--- src/rtl/daisy_readout_stage.sv ---
// One stage of the pixel-block readout daisy chain: captures CH_NUM samples per adc_ready edge and
// inserts them into the chain on the upstream token. Optional ID/channel tagging: DAISY_READOUT_TAG_EN.
module daisy_readout_stage #(
  parameter  int CH_NUM   = 4,
  parameter  int DATA_W   = 12,
  parameter  int ID_W     = 6,
  parameter  int BLOCK_ID = 0,
  localparam int CH_W     = (CH_NUM > 1) ? $clog2(CH_NUM) : 1,
`ifdef DAISY_READOUT_TAG_EN
  localparam int W        = DATA_W + 1 + ID_W + CH_W
`else
  localparam int W        = DATA_W + 1
`endif
) (
  input  logic                     clk,
  input  logic                     rst,
  input  logic                     en,
  input  logic                     adc_ready,
  input  logic [CH_NUM*DATA_W-1:0] adc_data,
  input  logic [W-1:0]             data_from_pre,
  input  logic                     token_in,
  input  logic                     clr_ovr,
  output logic [W-1:0]             data_to_post,
  output logic                     token_out,
  output logic                     busy,
  output logic                     overrun
);

  // Elaboration-time sanity checks; the block ID must fit its field when tagging is enabled.
  if (CH_NUM < 1 || DATA_W < 1 || ID_W < 1) begin : g_bad_width
    $error("daisy_readout_stage: CH_NUM, DATA_W and ID_W must all be >= 1");
  end
  if (BLOCK_ID < 0 || BLOCK_ID >= (1 << ID_W)) begin : g_bad_id
    $error("daisy_readout_stage: BLOCK_ID does not fit in ID_W bits");
  end

  typedef enum logic [1:0] {
    S_IDLE,
    S_ARMED,
    S_SEND
  } state_t;

  localparam logic [CH_W-1:0] LAST_CH = CH_W'(CH_NUM - 1);

  state_t            state;
  logic [CH_W-1:0]   cnt;
  logic              adc_ready_d;
  logic              rise;
  logic              capture;
  logic [DATA_W-1:0] shadow [CH_NUM];
  logic [W-1:0]      own_word;

  assign rise    = adc_ready & ~adc_ready_d;
  assign capture = (state == S_IDLE) && rise && en;

`ifdef DAISY_READOUT_TAG_EN
  assign own_word = {1'b0, ID_W'(BLOCK_ID), cnt, shadow[cnt]};
`else
  assign own_word = {1'b0, shadow[cnt]};
`endif

  // NOTE: the shadow bank is plain storage with no reset; it is only read after a capture has filled it.
  always_ff @(posedge clk) begin
    if (!rst && capture) begin
      for (int ch = 0; ch < CH_NUM; ch++) begin
        shadow[ch] <= adc_data[ch*DATA_W +: DATA_W];
      end
    end
  end

  // NOTE: all state below updates with non-blocking assignments so every branch sees pre-edge values.
  always_ff @(posedge clk) begin
    if (rst) begin
      state        <= S_IDLE;
      cnt          <= '0;
      adc_ready_d  <= 1'b1;
      data_to_post <= '1;
      token_out    <= 1'b0;
      busy         <= 1'b0;
      overrun      <= 1'b0;
    end else begin
      adc_ready_d <= adc_ready;

      // A capture edge while busy beats a simultaneous clear.
      if (rise && busy) begin
        overrun <= 1'b1;
      end else if (clr_ovr) begin
        overrun <= 1'b0;
      end

      unique case (state)
        S_IDLE: begin
          data_to_post <= data_from_pre;
          token_out    <= token_in;
          if (capture) begin
            state <= S_ARMED;
            busy  <= 1'b1;
          end
        end

        S_ARMED: begin
          data_to_post <= data_from_pre;
          token_out    <= 1'b0;
          if (token_in) begin
            state <= S_SEND;
            cnt   <= '0;
          end
        end

        S_SEND: begin
          data_to_post <= own_word;
          if (cnt == LAST_CH) begin
            token_out <= 1'b1;
            cnt       <= '0;
            state     <= S_IDLE;
            busy      <= 1'b0;
          end else begin
            token_out <= 1'b0;
            cnt       <= cnt + CH_W'(1);
          end
        end

        default: begin
          state <= S_IDLE;
          busy  <= 1'b0;
        end
      endcase
    end
  end

endmodule

--- config.mk ---
export PLATFORM = sky130hd
export DESIGN_NAME = daisy_readout_stage
export DESIGN_NICKNAME = d
export VERILOG_FILES = /design/src/rtl/daisy_readout_stage.sv
export SDC_FILE = /design/constraint.sdc
export NUM_CORES = 1
export LEC_CHECK = 0
export ABC_AREA = 1
export CAP_MARGIN = 20
export CORE_ASPECT_RATIO = 0.7
export CORE_MARGIN = 5
export CORE_UTILIZATION = 31
export CTS_BUF_LIST = sky130_fd_sc_hd__clkbuf_2 sky130_fd_sc_hd__clkbuf_4 sky130_fd_sc_hd__clkbuf_8
export CTS_CLUSTER_SIZE = 14
export DETAILED_ROUTE_END_ITERATION = 8
export PLACE_DENSITY = 0.54
export REMOVE_ABC_BUFFERS = 1
export SLEW_MARGIN = 40
export SYNTH_ARGS = -nofsm -noshare
export SYNTH_HDL_FRONTEND = slang
export SYNTH_SLANG_ARGS = --single-unit
--- constraint.sdc ---
create_clock -name clk -period 3.3 [get_ports clk]
set_clock_uncertainty 0.05 [all_clocks]
set_input_delay 0.66 -clock clk [delete_from_list [all_inputs] [get_ports clk]]
set_output_delay 0.66 -clock clk [all_outputs]
set_load 0.05 [all_outputs]
==> impl_metrics.toml <==
[pwr]
p_switching_mw = 0.836
pwr-share-comb_pct = 30.3
intPower_mw = 1.65
powerDensity_nw_per_um2 = 606
power_frac_seq_pct = 44.0
power.share.clock_pct = 25.7
peakVddDrop_mv = 0.275
switching_share_pct = 33.6
cellLeakagePower_nw = 1.61

[setup_path]
critPathMaxStageDelay_ns = 0.82
critical_path.max_fanout = 2
ff2ff_path_depth = 7
reg2reg_setup_slack_ns = 1.39
crit_arrival_ns = 1.53
path_buf_inv = 1
timing.rr.start = "state[0]"
crit_path_start = "data_to_post[3]"
slowest_stage = "clkdlybuf4s50_1"
cp.depth = 1
critPathCapture = "data_to_post[3]"
cp.required_ns = 2.59
worstSetupEndpointType = "output pin"
crit_type = "flip-flop to output pin"
start_kind = "flip-flop"
cp_top_family = "buffers and inverters"
cp_cell_sequence = "clkdlybuf4s50_1"
r2r-end = "state[0]"

[route]
via_count = 2234
drt_pass1_iterations = 5
drt_iter0_markers = 94
drc = 0
ant_nets = 0
avgViaCountPerCell = 4.29
routed_wirelength_um = 7160
drt-wirelength-per-cell_um = 13.7

[global_routing]
grt_pass1_vias = 2255
grt-ovfl-total = 0
grt_usage_pct = 12.6
grt_max_degree = 50
grt_antenna_before_repair = 0
grt_first_pass_wirelength_um = 11300

[timing]
hold_viol_final = 0
rsz0062_at_grt = "false"
tns_ns = 0
layout_setup_ws_ns = 1.06
slew_violations = 0
max_slew_margin_pct = 49.5
finalCritPeriodShare_pct = 67.9
fmax_ghz = 0.447
tightestPinTransition_ns = 0.757
setup_viol = 0
post-route-min-period_ns = 2.24
hold_ws_ns = 0.421

[place]
portBuffers = 82
pre_cts_ws_ns = 1.11
finalWeightedCongestion = 0.765
dp_hpwl_um = 4960
placedCellCount = 505

[outcome]
status = "complete, no violations"

[synth]
syn_area_um2 = 2990
synth_top_family_by_area = "simple AND/OR/NAND/NOR gates"
synth_cells = 305
synth-adder-area-share_pct = 2.93
muxShareOfSynthArea_pct = 0
synth_area_leaders = "edfxtp_1, dfxtp_1, nand2_1"
ys_types = 17
yosysTopAreaCell = "edfxtp_1"
synth-xor-area-share_pct = 0
yosys.area_share.simple_pct = 23.6
synth_top_area_share_pct = 48.2
syn_area_per_cell_um2 = 9.81
synth_warnings = 0
synth_compound_area_share_pct = 4.06
synth_seq_area_share_pct = 63.5
synth_seq_cells = 71

[flow_run]
drv_cap = 0

[floorplanning]
die_height_um = 92.2
start_util_pct = 31.3
ios = 83
core_area_um2 = 9570
dieArea_um2 = 11800
die_w_um = 127
fp-row-count = 30

[clock_network]
postCtsResizedCells = 0
cts_hold_repair.buffers = 0
clock_latency_ns = 0.34
cts_buffer_depth = 2
post_cts.repair.setup_buffers = 0
tritoncts.num_buffers = 9
cts_root_buf = "clkbuf_8"
cts_tree = "done"
clk_pin_slew_worst_paths_ns = 0.07
cts.sinks = 71
htree_levels = 3

[finish]
seqCellArea_um2 = 1900
antenna_cells = 0
fin_nets = 462
area_growth_pct = 37.1
final_cell_mix = "nand2_1, clkdlybuf4s50_1, edfxtp_1"
fill_cells = 933
final_common_cell = "nand2_1"
multi_input_area_um2 = 923
stdcell_count = 521
drive_gt1_share_pct = 8.14

[min_path]
hp-class = "flip-flop to flip-flop"
holdPathStages = 2
cells by family after synthesis:
family / after synthesis
and+or+nand+nor: 172
DFF: 71
adders and majority gates: 7
buffers and inverters: 31
AOI/OAI and AO/OA: 24
synth_stat cells:
library cell / instances
dfxtp_1: 23
inv_1: 15
inv_6: 1
buf_12: 1
buf_2: 9
nand2_1: 102
a21oi_1: 18
buf_4: 3
o21ai_1: 1
nand3_1: 29
nand2_2: 10
nor2_1: 31
a31oi_1: 1
o21ai_0: 4
edfxtp_1: 48
buf_6: 2
ha_1: 7
state kept, by name, summed over array words and instances, names as in the netlist, named ones only:
signal        flops
adc_ready_d       1
busy              1
data_to_post     13
overrun           1
token_out         1
state             2
cnt               2
shadow           48
layout make-up:
class                   instances  share of cell area [%]
inverters                      16                    1.59
clock inverters                 2                   0.213
clock buffers                  14                    4.24
multi-input cells             203                    22.5
flip-flops and latches         71                    46.3
repair buffers                 87                    21.2
well taps                     128                    3.90
power by group through the flow:
| stage | Combinational, mW | Clock [mW] | Sequential [mW] |
|---|---|---|---|
| after floorplan | 0.284 | 0 | 1.29 |
| after global placement | 0.753 | 0 | 1.11 |
| after detailed placement | 0.759 | 0 | 1.12 |
| after CTS | 0.763 | 0.658 | 1.10 |
| after global routing | 0.826 | 0.701 | 1.11 |
| final | 0.755 | 0.639 | 1.09 |
worst min-delay path: cells and delay by family, from the launching register on:
kind            cells  cell delay [ns]
compound gates      1             0.06
flops               1             0.33
simple gates        1             0.06
worst min path at each step:
stage,to,startpoint
final,data_to_post[8],data_to_post[8]
after global routing,data_to_post[8],data_to_post[8]
after CTS,data_to_post[8],data_to_post[8]
after detailed placement,data_to_post[8],data_to_post[8]
after global placement,data_to_post[8],data_to_post[8]
after floorplan,flip-flop,cnt[1]
metal layers:
metal,wire length [µm],vias to the layer above,global-route usage (%)
met3,468,10,4.37
met1,3700,991,18.3
met4,86,0,3.75
met5,0,-,0
li1,-,1160,-
met2,2900,73,17.5
metrics by stage:
step	util, %	cell area, µm²	power [mW]
2_1_floorplan	-	2880	1.57
3_3_place_gp	41.0	3920	1.87
3_5_place_dp	41.0	3920	1.87
4_1_cts	42.9	4100	2.52
5_1_grt	42.9	4100	2.63
6_report	42.9	4100	2.49
(Power assumes the default switching activity.)
